### src/rtl/vr_mem_responder_if.sv
// VeriRISC control-bus port bundle between the CPU sequencer (master) and the
// memory responder (slave), including the backdoor preload port.
interface vr_mem_responder_if #(
    parameter int ADDR_W = 5,
    parameter int DATA_W = 8,
    parameter int CNT_W  = 8
);
    logic              mem_rd;
    logic              mem_wr;
    logic [ADDR_W-1:0] addr;
    logic [DATA_W-1:0] data_in;
    logic [DATA_W-1:0] data_out;
    logic              rd_valid;
    logic              wr_ack;
    logic              busy;
    logic              err;
    logic [CNT_W-1:0]  rd_count;
    logic [CNT_W-1:0]  wr_count;
    logic              init_en;
    logic [ADDR_W-1:0] init_addr;
    logic [DATA_W-1:0] init_data;

    modport master (
        output mem_rd, mem_wr, addr, data_in, init_en, init_addr, init_data,
        input  data_out, rd_valid, wr_ack, busy, err, rd_count, wr_count
    );

    modport slave (
        input  mem_rd, mem_wr, addr, data_in, init_en, init_addr, init_data,
        output data_out, rd_valid, wr_ack, busy, err, rd_count, wr_count
    );
endinterface

### src/rtl/vr_mem_responder.sv
// Memory-side responder for the VeriRISC control bus: level-held read/write
// strobes against an internal array, with read latency, error flag and counters.
module vr_mem_responder #(
    parameter int ADDR_W   = 5,
    parameter int DATA_W   = 8,
    parameter int READ_LAT = 1,  // legal range 1..4
    parameter int CNT_W    = 8
) (
    input  logic               clk,
    input  logic               rst,
    vr_mem_responder_if.slave  bus
);

    typedef enum logic [1:0] {
        IDLE,
        READ_WAIT,
        READ_HOLD,
        WRITE_HOLD
    } state_t;

    localparam logic [1:0] LAT_LOAD = 2'(READ_LAT - 1);

    state_t            state_q;
    logic [ADDR_W-1:0] cap_addr_q;
    logic [1:0]        lat_cnt_q;
    logic [DATA_W-1:0] data_out_q;
    logic              rd_valid_q;
    logic              wr_ack_q;
    logic              err_q;
    logic [CNT_W-1:0]  rd_count_q, rd_count_d;
    logic [CNT_W-1:0]  wr_count_q, wr_count_d;

    logic [DATA_W-1:0] mem_q [2**ADDR_W];
    logic              mem_we;
    logic [ADDR_W-1:0] mem_waddr;
    logic [DATA_W-1:0] mem_wdata;

    // Bus writes and backdoor preloads share one port; both only land in IDLE.
    always_comb begin
        mem_we    = 1'b0;
        mem_waddr = bus.addr;
        mem_wdata = bus.data_in;
        if (rst && state_q == IDLE && !bus.mem_rd) begin
            if (bus.mem_wr) begin
                mem_we = 1'b1;
            end else if (bus.init_en) begin
                mem_we    = 1'b1;
                mem_waddr = bus.init_addr;
                mem_wdata = bus.init_data;
            end
        end
    end

    always_comb begin
        rd_count_d = (rd_count_q == '1) ? rd_count_q : rd_count_q + CNT_W'(1);
        wr_count_d = (wr_count_q == '1) ? wr_count_q : wr_count_q + CNT_W'(1);
    end

    // NOTE: the array has no reset so it maps onto plain RAM; contents survive rst.
    always_ff @(posedge clk) begin
        if (mem_we) begin
            mem_q[mem_waddr] <= mem_wdata;
        end
    end

    // NOTE: asynchronous active-low reset; every state register uses <= only.
    always_ff @(posedge clk or negedge rst) begin
        if (!rst) begin
            state_q    <= IDLE;
            cap_addr_q <= '0;
            lat_cnt_q  <= '0;
            data_out_q <= '0;
            rd_valid_q <= 1'b0;
            wr_ack_q   <= 1'b0;
            err_q      <= 1'b0;
            rd_count_q <= '0;
            wr_count_q <= '0;
        end else begin
            wr_ack_q <= 1'b0;
            case (state_q)
                IDLE: begin
                    if (bus.mem_rd && bus.mem_wr) begin
                        err_q <= 1'b1;
                    end else if (bus.mem_rd) begin
                        cap_addr_q <= bus.addr;
                        lat_cnt_q  <= LAT_LOAD;
                        state_q    <= READ_WAIT;
                    end else if (bus.mem_wr) begin
                        wr_ack_q   <= 1'b1;
                        wr_count_q <= wr_count_d;
                        state_q    <= WRITE_HOLD;
                    end
                end
                READ_WAIT: begin
                    if (bus.mem_wr) err_q <= 1'b1;
                    if (!bus.mem_rd) begin
                        state_q <= IDLE;
                    end else if (lat_cnt_q != 2'd0) begin
                        lat_cnt_q <= lat_cnt_q - 2'd1;
                    end else begin
                        data_out_q <= mem_q[cap_addr_q];
                        rd_valid_q <= 1'b1;
                        rd_count_q <= rd_count_d;
                        state_q    <= READ_HOLD;
                    end
                end
                READ_HOLD: begin
                    if (bus.mem_wr) err_q <= 1'b1;
                    if (!bus.mem_rd) begin
                        rd_valid_q <= 1'b0;
                        state_q    <= IDLE;
                    end else if (bus.addr != cap_addr_q) begin
                        // New address mid-hold restarts the full read latency.
                        rd_valid_q <= 1'b0;
                        cap_addr_q <= bus.addr;
                        lat_cnt_q  <= LAT_LOAD;
                        state_q    <= READ_WAIT;
                    end
                end
                WRITE_HOLD: begin
                    if (bus.mem_rd) err_q <= 1'b1;
                    if (!bus.mem_wr) state_q <= IDLE;
                end
                default: state_q <= IDLE;
            endcase
        end
    end

    assign bus.data_out = data_out_q;
    assign bus.rd_valid = rd_valid_q;
    assign bus.wr_ack   = wr_ack_q;
    assign bus.busy     = (state_q != IDLE);
    assign bus.err      = err_q;
    assign bus.rd_count = rd_count_q;
    assign bus.wr_count = wr_count_q;

endmodule

### src/flat_wrapper.sv
// flat-port wrapper written by rule: the top's interface ports become plain ports
module vr_mem_responder_flat 
#(
    parameter int ADDR_W   = 5,
    parameter int DATA_W   = 8,
    parameter int READ_LAT = 1,                     
    parameter int CNT_W    = 8
)
  (clk, rst, bus_mem_rd, bus_mem_wr, bus_addr, bus_data_in, bus_init_en, bus_init_addr, bus_init_data, bus_data_out, bus_rd_valid, bus_wr_ack, bus_busy, bus_err, bus_rd_count, bus_wr_count);
  vr_mem_responder_if #(.ADDR_W(ADDR_W), .DATA_W(DATA_W), .CNT_W(CNT_W)) bus_i ();
  input  logic clk;
  input  logic rst;
  input wire logic [$bits(bus_i.mem_rd)-1:0] bus_mem_rd;
  input wire logic [$bits(bus_i.mem_wr)-1:0] bus_mem_wr;
  input wire logic [$bits(bus_i.addr)-1:0] bus_addr;
  input wire logic [$bits(bus_i.data_in)-1:0] bus_data_in;
  input wire logic [$bits(bus_i.init_en)-1:0] bus_init_en;
  input wire logic [$bits(bus_i.init_addr)-1:0] bus_init_addr;
  input wire logic [$bits(bus_i.init_data)-1:0] bus_init_data;
  output wire logic [$bits(bus_i.data_out)-1:0] bus_data_out;
  output wire logic [$bits(bus_i.rd_valid)-1:0] bus_rd_valid;
  output wire logic [$bits(bus_i.wr_ack)-1:0] bus_wr_ack;
  output wire logic [$bits(bus_i.busy)-1:0] bus_busy;
  output wire logic [$bits(bus_i.err)-1:0] bus_err;
  output wire logic [$bits(bus_i.rd_count)-1:0] bus_rd_count;
  output wire logic [$bits(bus_i.wr_count)-1:0] bus_wr_count;
  assign bus_i.mem_rd = bus_mem_rd;
  assign bus_i.mem_wr = bus_mem_wr;
  assign bus_i.addr = bus_addr;
  assign bus_i.data_in = bus_data_in;
  assign bus_i.init_en = bus_init_en;
  assign bus_i.init_addr = bus_init_addr;
  assign bus_i.init_data = bus_init_data;
  assign bus_data_out = bus_i.data_out;
  assign bus_rd_valid = bus_i.rd_valid;
  assign bus_wr_ack = bus_i.wr_ack;
  assign bus_busy = bus_i.busy;
  assign bus_err = bus_i.err;
  assign bus_rd_count = bus_i.rd_count;
  assign bus_wr_count = bus_i.wr_count;
  vr_mem_responder #(.ADDR_W(ADDR_W), .DATA_W(DATA_W), .READ_LAT(READ_LAT), .CNT_W(CNT_W)) u_core (.clk(clk), .rst(rst), .bus(bus_i));
endmodule
### config.mk
export PLATFORM = sky130hd
export DESIGN_NAME = vr_mem_responder_flat
export DESIGN_NICKNAME = d
export VERILOG_FILES = /design/src/rtl/vr_mem_responder_if.sv /design/src/rtl/vr_mem_responder.sv /design/src/flat_wrapper.sv
export SDC_FILE = /design/constraint.sdc
export NUM_CORES = 1
export LEC_CHECK = 0
export ABC_CLOCK_PERIOD_IN_PS = 8100
export BUFFER_PORTS_ARGS = -buffer_cell sky130_fd_sc_hd__buf_2
export CAP_MARGIN = 20
export CELL_PAD_IN_SITES_DETAIL_PLACEMENT = 2
export CELL_PAD_IN_SITES_GLOBAL_PLACEMENT = 2
export CORE_MARGIN = 1
export CORE_UTILIZATION = 49
export DETAILED_ROUTE_END_ITERATION = 8
export PLACE_DENSITY_LB_ADDON = 0.1
export SYNTH_ARGS = -nofsm -noshare
export SYNTH_HDL_FRONTEND = slang
export SYNTH_SLANG_ARGS = --single-unit
export TNS_END_PERCENT = 30
### constraint.sdc
create_clock -name clk -period 8.1 [get_ports clk]
set_clock_uncertainty 0.05 [all_clocks]
set_input_delay 1.215 -clock clk [delete_from_list [all_inputs] [get_ports clk]]
set_output_delay 1.215 -clock clk [all_outputs]
set_load 0.02 [all_outputs]
==> results of run 1 <==
-- worst paths after layout --
| path | startpoint | endpoint | slack, ns | cells after the start |
|---|---|---|---|---|
| worst min-delay path | u_core.bus.err$_DFFE_PN0P_ | u_core.bus.err$_DFFE_PN0P_ | 0.41 | 1 |
| worst max-delay path | rst | u_core.mem_q[26][6]$_DFFE_PP_ | 3.96 | 7 |
| max in group asynchronous | rst | u_core.cap_addr_q[0]$_DFFE_PN0P_ | 6.52 | 1 |
| min in group asynchronous | rst | u_core.bus.err$_DFFE_PN0P_ | 0.78 | 1 |
| worst max register to register | u_core.cap_addr_q[0]$_DFFE_PN0P_ | u_core.bus.data_out[5]$_DFFE_PN0P_ | 3.97 | 6 |
| worst min register to register | u_core.bus.err$_DFFE_PN0P_ | u_core.bus.err$_DFFE_PN0P_ | 0.41 | 1 |
-- layout make-up --
type                       count  area (sq um)
clock buffer                  41           941
clock inverter                20           218
fill                        2159         10500
inverter                       9          33.8
multi-input combinational    428          3310
sequential                   292          8590
tap                          324           405
timing repair buffer          75           422
-- critical path: stages --
cell,delay (ns)
buf_2,0.70
nand3b_1,0.28
or3b_4,0.55
nor3b_1,0.25
o21ai_1,0.30
buf_4,0.28
nor2_1,0.63
-- Yosys cell counts, drive strengths merged, types with 2 or more instances --
master	instances	area, sq um
edfxtp	256	7690
mux2i	130	1300
nand2	51	191
nor2	44	165
dfrtp	36	901
a22oi	32	240
buf	31	246
a21oi	20	100
a221oi	17	193
a22o	16	140
clkbuf	11	41.3
xor2	11	96.3
inv	9	33.8
xnor2	9	78.8
ha	8	100
mux2	8	90.1
o22ai	8	50.1
o41ai	8	85.1
a31oi	7	43.8
o21ai	7	42.5
and3	6	42.5
nand4	6	37.5
nor3b	6	55.1
nor3	4	20.0
nand2b	3	18.8
nor2b	3	18.8
nor4	3	18.8
nor4b	3	26.3
a41oi	2	17.5
and3b	2	17.5
and4b	2	20.0
nand3	2	15.0
or2	2	12.5
-- sequential cells by signal, indices dropped and copies added, names as in the netlist --
name	flops
u_core.bus.wr_ack	1
u_core.cap_addr_q	5
u_core.bus.data_out	8
u_core.bus.rd_count	8
u_core.mem_q	256
u_core.bus.err	1
u_core.lat_cnt_q	2
u_core.state_q	2
u_core.bus.rd_valid	1
u_core.bus.wr_count	8
-- metal layers --
metal	vias up	track usage [%]
met5	-	0
met1	3860	39.0
met3	74	5.04
met2	251	53.5
met4	0	11.5
li1	3150	-
-- metrics by stage --
stage	worst slack [ns]	instances	cell area, sq um
after floorplan	4.94	771	12200
after global placement	3.52	1127	12800
after detailed placement	3.53	1128	12800
after CTS	3.89	1189	13900
after global routing	3.72	1189	13900
final	3.96	1189	13900
-- cells by family after synthesis --
kind of cell               count (synthesis)  share of synthesized area (%)
and+or+nand+nor                          141                           5.66
xor gates and xnor gates                  20                           1.43
muxes                                    138                           11.4
AOI/OAI and AO/OA                        121                           7.74
DFF                                      292                           70.3
buffers and inverters                     51                           2.63
adders and majority gates                  8                          0.820
-- where the power goes --
part           total (uW)  leakage (uW)  switching (uW)  internal, uW
combinational        1370       0.00181             862           510
clock                1620      0.000570             634           986
sequential           1870       0.00275             141          1720
==> flow_summary.toml, run 1 <==
[outcome]
outcome = "finished, final reports clean"

[clock_network]
clk_path_buf_depth = 3
cts_hold_buf = 0
root_buffer = "clkbuf_16"
clock_latency_ns = 0.51
clock-sinks = 292
cts_resized = 0
h-tree-depth = 2
cts_made_buffers = 34
post-cts-setup-buffer-count = 0
clk_pin_slew_ns = 0.07
cts_tree = "built"

[global_routing]
grt_pass1_vias = 8067
grt_pass1_wl_mm = 56.2
gr-total-overflow = 0
antenna_found_initial = 0
track_usage_pct = 30.8
grt_max_degree = 49

[drt]
routed_wl_mm = 38.4
drt-vias-per-instance = 6.17
ant_nets = 0
wl_met3_mm = 1.88
drt_iter0_drc = 601
vias = 7335
routed.top_layer = "met4"
m1WireLength_mm = 15.5
drcViolationCount = 0
detail_route.wl_per_cell_um = 32.3
met2_length_mm = 19.7
drtPass1Iterations = 5

[yosys]
ys.flop_type = "edfxtp_1"
yosysWarnings = 0
synthDistinctLibCells = 54
syn-cell-area_sq_um = 12200
synth-edff-count = 256
netlist_instances = 771
async_reset_ff_share_pct = 12.3
ys_seq_area_share_pct = 70.3
syn_nets = 810
ys_ff_latch = 292
synth.avg_cell_area_sq_um = 15.8

[pwr]
powerDensity_nw_per_um2 = 349
power.total_uw = 4860
ir_worst_vdd_mv = 0.208
p_leak_uw = 0.00513

[setup_path]
start_kind = "primary input"
endpoint_kind = "flip-flop"
cp_max_fo = 37
crit_type = "primary input to flip-flop"
worst-endpoint-arrival_ns = 4.23
worst_ep_required_time_ns = 8.19

[die]
ios = 59
core_sq_um = 24400
die_h_um = 160
initial_utilization_pct = 50.1
die-area_sq_um = 25600
die_w_um = 160
num_rows = 57

[placed_design]
gp_congestion = 0.839
port_buffers = 58
dp_hpwl_mm = 23.7

[finish]
nNetsFinal = 879
layout.cells.most_common_list = "edfxtp_1 (256), mux2i_1 (130), buf_2 (58)"
fin_util_pct = 57.1
drive_above_1_share_pct = 17.6
area_growth_pct = 14.0
antenna_cells = 0
layout_commonest_cell = "edfxtp_1"

[timing]
finalCritPeriodShare_pct = 51.1
min_period_ns = 4.14
relSlewSlack_pct = 35.6
drv_slew = 0
rsz0062_at_grt = "no"
hold_viol = 0
worst_hold_slack_ns = 0.413
worstMarginPinSlew_ns = 0.967
tns_ns = 0
fmax_mhz = 242
setup_violations = 0

[job]
cap_violations = 0

[hold_path]
hold_path.class = "flip-flop to flip-flop"
(Power assumes the default switching activity.)
==> run 2: changes to the inputs <==
Settings changed: ABC_CLOCK_PERIOD_IN_PS 8100 to 4000, CORE_UTILIZATION 49 to 45.
Clock period 8.1 ns to 4 ns, I/O delays scaled along.
==> run 2 against run 1 <==
  * Non-clock buffer count grew 3
  * Combinational power grew 97%
  * Critical path depth grew 1
  * Routed wire length shrank 7.7%
  * Cell area shrank 0.94%
  * Via count shrank 2.9%
  * Critical path type is now flip-flop to flip-flop
  * Critical endpoint is now u_core.mem_q[17][2]$_DFFE_PP_
==> flow_summary.toml, run 2 (same netlist as run 1, synthesis figures left out) <==
[global_routing]
grt_pass1_wl_mm = 52.8
track_usage_pct = 26.0
gr-total-overflow = 0
antenna_found_initial = 0
grt_max_degree = 61
grt_pass1_vias = 7945

[clock_network]
clock-sinks = 292
cts_made_buffers = 31
post-cts-setup-buffer-count = 0
clock_latency_ns = 0.56
cts_resized = 0
clk_path_buf_depth = 3
h-tree-depth = 1
clk_pin_slew_ns = 0.06
cts_tree = "built"
cts_hold_buf = 0
root_buffer = "clkbuf_16"

[drt]
drt-vias-per-instance = 5.94
drcViolationCount = 0
detail_route.wl_per_cell_um = 29.5
routed_wl_mm = 35.4
ant_nets = 0
vias = 7119
drt_iter0_drc = 538
drtPass1Iterations = 4

[setup_path]
cp_max_fo = 14
start_kind = "flip-flop"
crit_type = "flip-flop to flip-flop"
worst_ep_required_time_ns = 4.14
path_cells = "inv_1 -> ha_1 -> nand3b_1 -> or3b_4 -> nor3b_2 -> o21ai_1 -> buf_4 -> nor2_1"
cpMaxStageDelayCell = "nor2_1"
worst-endpoint-arrival_ns = 3.62
endpoint_kind = "flip-flop"
max_stage_delay_ns = 0.61

[timing]
hold_viol = 0
drv_slew = 0
min_period_ns = 3.48
setup_violations = 0
tns_ns = 0
finalCritPeriodShare_pct = 87.1
worst_hold_slack_ns = 0.0898
rsz0062_at_grt = "no"
relSlewSlack_pct = 25.7
worstMarginPinSlew_ns = 1.11
fmax_mhz = 287

[pwr]
clock_power_share_pct = 30.3
ir_worst_vdd_mv = 0.418
powerDensity_nw_per_um2 = 677
switching_power_uw = 3150
power.total_uw = 9340
p_comb_share_pct = 28.9
p_leak_uw = 0.00506
p_sw_share_pct = 33.8
seqPwrFrac_pct = 40.8
intPower_uw = 6180

[die]
die_h_um = 167
core_sq_um = 26400
ios = 59
initial_utilization_pct = 46.3
die_w_um = 167
num_rows = 59
die-area_sq_um = 27800

[finish]
largest_register = "u_core.mem_q"
antenna_cells = 0
nNetsFinal = 879
layout_commonest_cell = "edfxtp_1"
fin_util_pct = 52.3
area_growth_pct = 12.9
layout.cells.most_common_list = "edfxtp_1 (256), mux2i_1 (130), buf_2 (58)"
largest_reg_flops = 256
drive_above_1_share_pct = 17.6

[outcome]
outcome = "finished, final reports clean"

[placed_design]
dp_hpwl_mm = 22.6
port_buffers = 58
gp_congestion = 0.807

[job]
cap_violations = 0

[hold_path]
hold_path.class = "primary input to async pin"
==> run 2: cell count changes in the layout (fill, tap and decap cells not counted) <==
cell	delta
clkinv_4	+2
clkbuf_1	+3
clkbuf_8	+5
buf_4	+4
clkinv_2	-1
buf_6	-1
clkinv_1	-4
bufinv_16	-3
clkbuf_16	-6
==> run 2: critical path, delay by kind of cell (launching register included) <==
| family | cells | cell delay, ns |
|---|---|---|
| adder cells (fa/ha/maj) | 1 | 0.32 |
| AO/OA/AOI/OAI | 1 | 0.35 |
| AND/OR/NAND/NOR | 4 | 1.50 |
| flip-flops | 1 | 0.45 |
| buffers and inverters | 2 | 0.44 |
==> run 2: area by class of cell <==
| class | instances | area (sq um) |
|---|---|---|
| clock buffer | 43 | 871 |
| fill | 2383 | 12600 |
| clock inverter | 14 | 125 |
| timing repair buffer | 78 | 440 |
| multi-input combinational | 428 | 3310 |
| tap | 335 | 419 |
| sequential | 292 | 8590 |
| inverter | 9 | 33.8 |
==> run 2: per-stage QoR <==
| stage | cells | worst slack [ns] | area, sq um |
|---|---|---|---|
| 6_report | 1199 | 0.518 | 13800 |
| 3_3_place_gp | 1141 | 0.450 | 12800 |
| 2_1_floorplan | 771 | 1.37 | 12200 |
| 3_5_place_dp | 1142 | 0.569 | 12800 |
| 4_1_cts | 1199 | 0.514 | 13800 |
| 5_1_grt | 1199 | 0.370 | 13800 |
==> run 2: final timing paths <==
path,start,endpoint,slack [ns],cells past startpoint
worst max-delay path,u_core.state_q[1]$_DFFE_PN0P_,u_core.mem_q[17][2]$_DFFE_PP_,0.52,8
worst min-delay path,rst,u_core.state_q[0]$_DFFE_PN0P_,0.09,2
worst max register to register,u_core.state_q[1]$_DFFE_PN0P_,u_core.mem_q[17][2]$_DFFE_PP_,0.52,8
worst min register to register,u_core.bus.err$_DFFE_PN0P_,u_core.bus.err$_DFFE_PN0P_,0.42,1
max in group asynchronous,rst,u_core.cap_addr_q[0]$_DFFE_PN0P_,3.38,2
min in group clk,bus_addr[0],u_core.cap_addr_q[0]$_DFFE_PN0P_,0.31,2
==> run 2: power by group through the flow <==
stage,clock network (uW),logic (uW),registers (uW)
3_5_place_dp,0,2670,3870
6_report,2830,2700,3810
3_3_place_gp,0,2540,3830
5_1_grt,2970,2860,3830
2_1_floorplan,0,1940,3770
4_1_cts,2880,2710,3810
==> run 2: layer usage <==
layer | vias to the layer above | routed length (um) | GRT usage (%)
met5 | - | 0 | 0
met4 | 0 | 989 | 7.49
met3 | 57 | 1300 | 3.07
met2 | 189 | 17900 | 45.5
met1 | 3730 | 15300 | 34.1
li1 | 3143 | - | -
==> run 3: changes to the inputs <==
Settings changed: ABC_CLOCK_PERIOD_IN_PS 4000 to 4100, CORE_UTILIZATION 45 to 49.
Clock period 4 ns to 4.1 ns, I/O delays scaled along.
==> run 3 against run 2 <==
  * Via count increased by 2.5%
  * Sequential power decreased by 4%
  * Worst setup slack got worse by 0.058 ns
  * Fmax decreased by 4.4%
  * Combinational power increased by 2%
  * Global-route usage increased by 3.4 points
  * Sequential cell count unchanged
  * Core utilization increased by 4.3 points
  * Non-clock buffer count unchanged
  * Die area decreased by 8.1%
  * Highest routed layer unchanged
==> flow_summary.toml, run 3 (same netlist as run 1, synthesis figures left out) <==
[setup_path]
r2r_start = "u_core.state_q[1]$_DFFE_PN0P_"
start_kind = "flip-flop"
worst_ep_required_time_ns = 4.24
cp_max_fo = 14
crit_path_start = "u_core.state_q[1]$_DFFE_PN0P_"
endpoint_kind = "flip-flop"
crit_type = "flip-flop to flip-flop"
worst-endpoint-arrival_ns = 3.78
rrSetupSlack_ns = 0.46

[drt]
drcViolationCount = 0
vias = 7298
drtPass1Iterations = 5
drt_iter0_drc = 599
detail_route.wl_per_cell_um = 31.0
drt-vias-per-instance = 6.14
ant_nets = 0
routed_wl_mm = 36.9

[global_routing]
grt_pass1_vias = 8212
track_usage_pct = 29.4
antenna_found_initial = 0
grt_pass1_wl_mm = 54.5
grt_max_degree = 68
gr-total-overflow = 0

[placed_design]
gp_congestion = 0.817
dp_hpwl_mm = 23.7
placed_cells = 1128
port_buffers = 58
pre_cts_ws_ns = 0.580

[timing]
relSlewSlack_pct = 20.3
hold_viol = 0
setup_violations = 0
min_period_ns = 3.64
fmax_mhz = 275
finalCritPeriodShare_pct = 88.8
setup_ws_ns = 0.459
worstMarginPinSlew_ns = 1.19
rsz0062_at_grt = "no"
tns_ns = 0
drv_slew = 0

[finish]
area_growth_pct = 13.2
drive_above_1_share_pct = 17.7
largest_register = "u_core.mem_q"
largest_reg_flops = 256
layout.cells.most_common_list = "edfxtp_1 (256), mux2i_1 (130), buf_2 (58)"
layout_commonest_cell = "edfxtp_1"
nNetsFinal = 879
antenna_cells = 0
layoutNonFillerInstCount = 1189

[clock_network]
clk_pin_slew_ns = 0.06
cts_hold_buf = 0
post-cts-setup-buffer-count = 0
cts_resized = 0
clk_path_buf_depth = 3
h-tree-depth = 1
cts_tree = "built"
clock_latency_ns = 0.57
cts_made_buffers = 31
clock-sinks = 292
root_buffer = "clkbuf_16"

[die]
initial_utilization_pct = 50.1
die_h_um = 160
die-area_sq_um = 25600
num_rows = 57
ios = 59
die_w_um = 160
core_sq_um = 24400

[pwr]
p_leak_uw = 0.00508
powerDensity_nw_per_um2 = 664
ir_worst_vdd_mv = 0.512

[job]
cap_violations = 0

[hold_path]
hold_path.class = "primary input to async pin"

[outcome]
outcome = "finished, final reports clean"
run 3: final timing paths:
kind	end	cells after the start
min in group clk	u_core.cap_addr_q[0]$_DFFE_PN0P_	2
hold / removal	u_core.bus.rd_valid$_DFFE_PN0P_	2
setup / recovery	u_core.mem_q[30][7]$_DFFE_PP_	7
hold reg to reg	u_core.bus.err$_DFFE_PN0P_	1
max in group asynchronous	u_core.cap_addr_q[0]$_DFFE_PN0P_	2
setup reg to reg	u_core.mem_q[30][7]$_DFFE_PP_	7
run 3: layout make-up:
type | count | area [sq um]
Timing Repair Buffer | 78 | 484
Sequential cell | 292 | 8590
Multi-Input combinational cell | 428 | 3310
Clock buffer | 42 | 837
Fill cell | 2190 | 10600
Tap cell | 324 | 405
Clock inverter | 16 | 158
Inverter | 9 | 33.8
run 3: routing by layer:
| metal | up-vias | routed length [um] | track usage, % |
|---|---|---|---|
| met4 | 0 | 1380 | 11.7 |
| li1 | 3142 | - | - |
| met2 | 229 | 18900 | 51.9 |
| met3 | 85 | 1630 | 3.64 |
| met1 | 3842 | 15000 | 37.0 |
| met5 | - | 0 | 0 |
run 3: worst max-delay path: stages (launching register included):
cell and delay (ns):
dfrtp_1 0.44, inv_1 0.13, ha_1 0.34, nand3b_1 0.22
or3b_4 0.52, nor3b_1 0.28, o21ai_1 0.45, nor2_1 0.83
run 3: per-stage QoR:
stage | power (uW) | utilization (%) | hold slack [ns] | area (sq um)
3_5_place_dp | 6350 | 52.4 | 0.408 | 12800
6_report | 9180 | 56.7 | 0.111 | 13800
4_1_cts | 9180 | 56.4 | 0.115 | 13800
2_1_floorplan | 5570 | - | 0.269 | 12200
5_1_grt | 9460 | 56.7 | 0.144 | 13800
3_3_place_gp | 6170 | 52.4 | 0.397 | 12800
run 3: where the power goes:
| part | internal [uW] | switching [uW] | leakage, uW | total [uW] |
|---|---|---|---|---|
| registers | 3410 | 244 | 0.00275 | 3650 |
| clock network | 1610 | 1160 | 0.000490 | 2770 |
| logic | 1050 | 1700 | 0.00184 | 2750 |
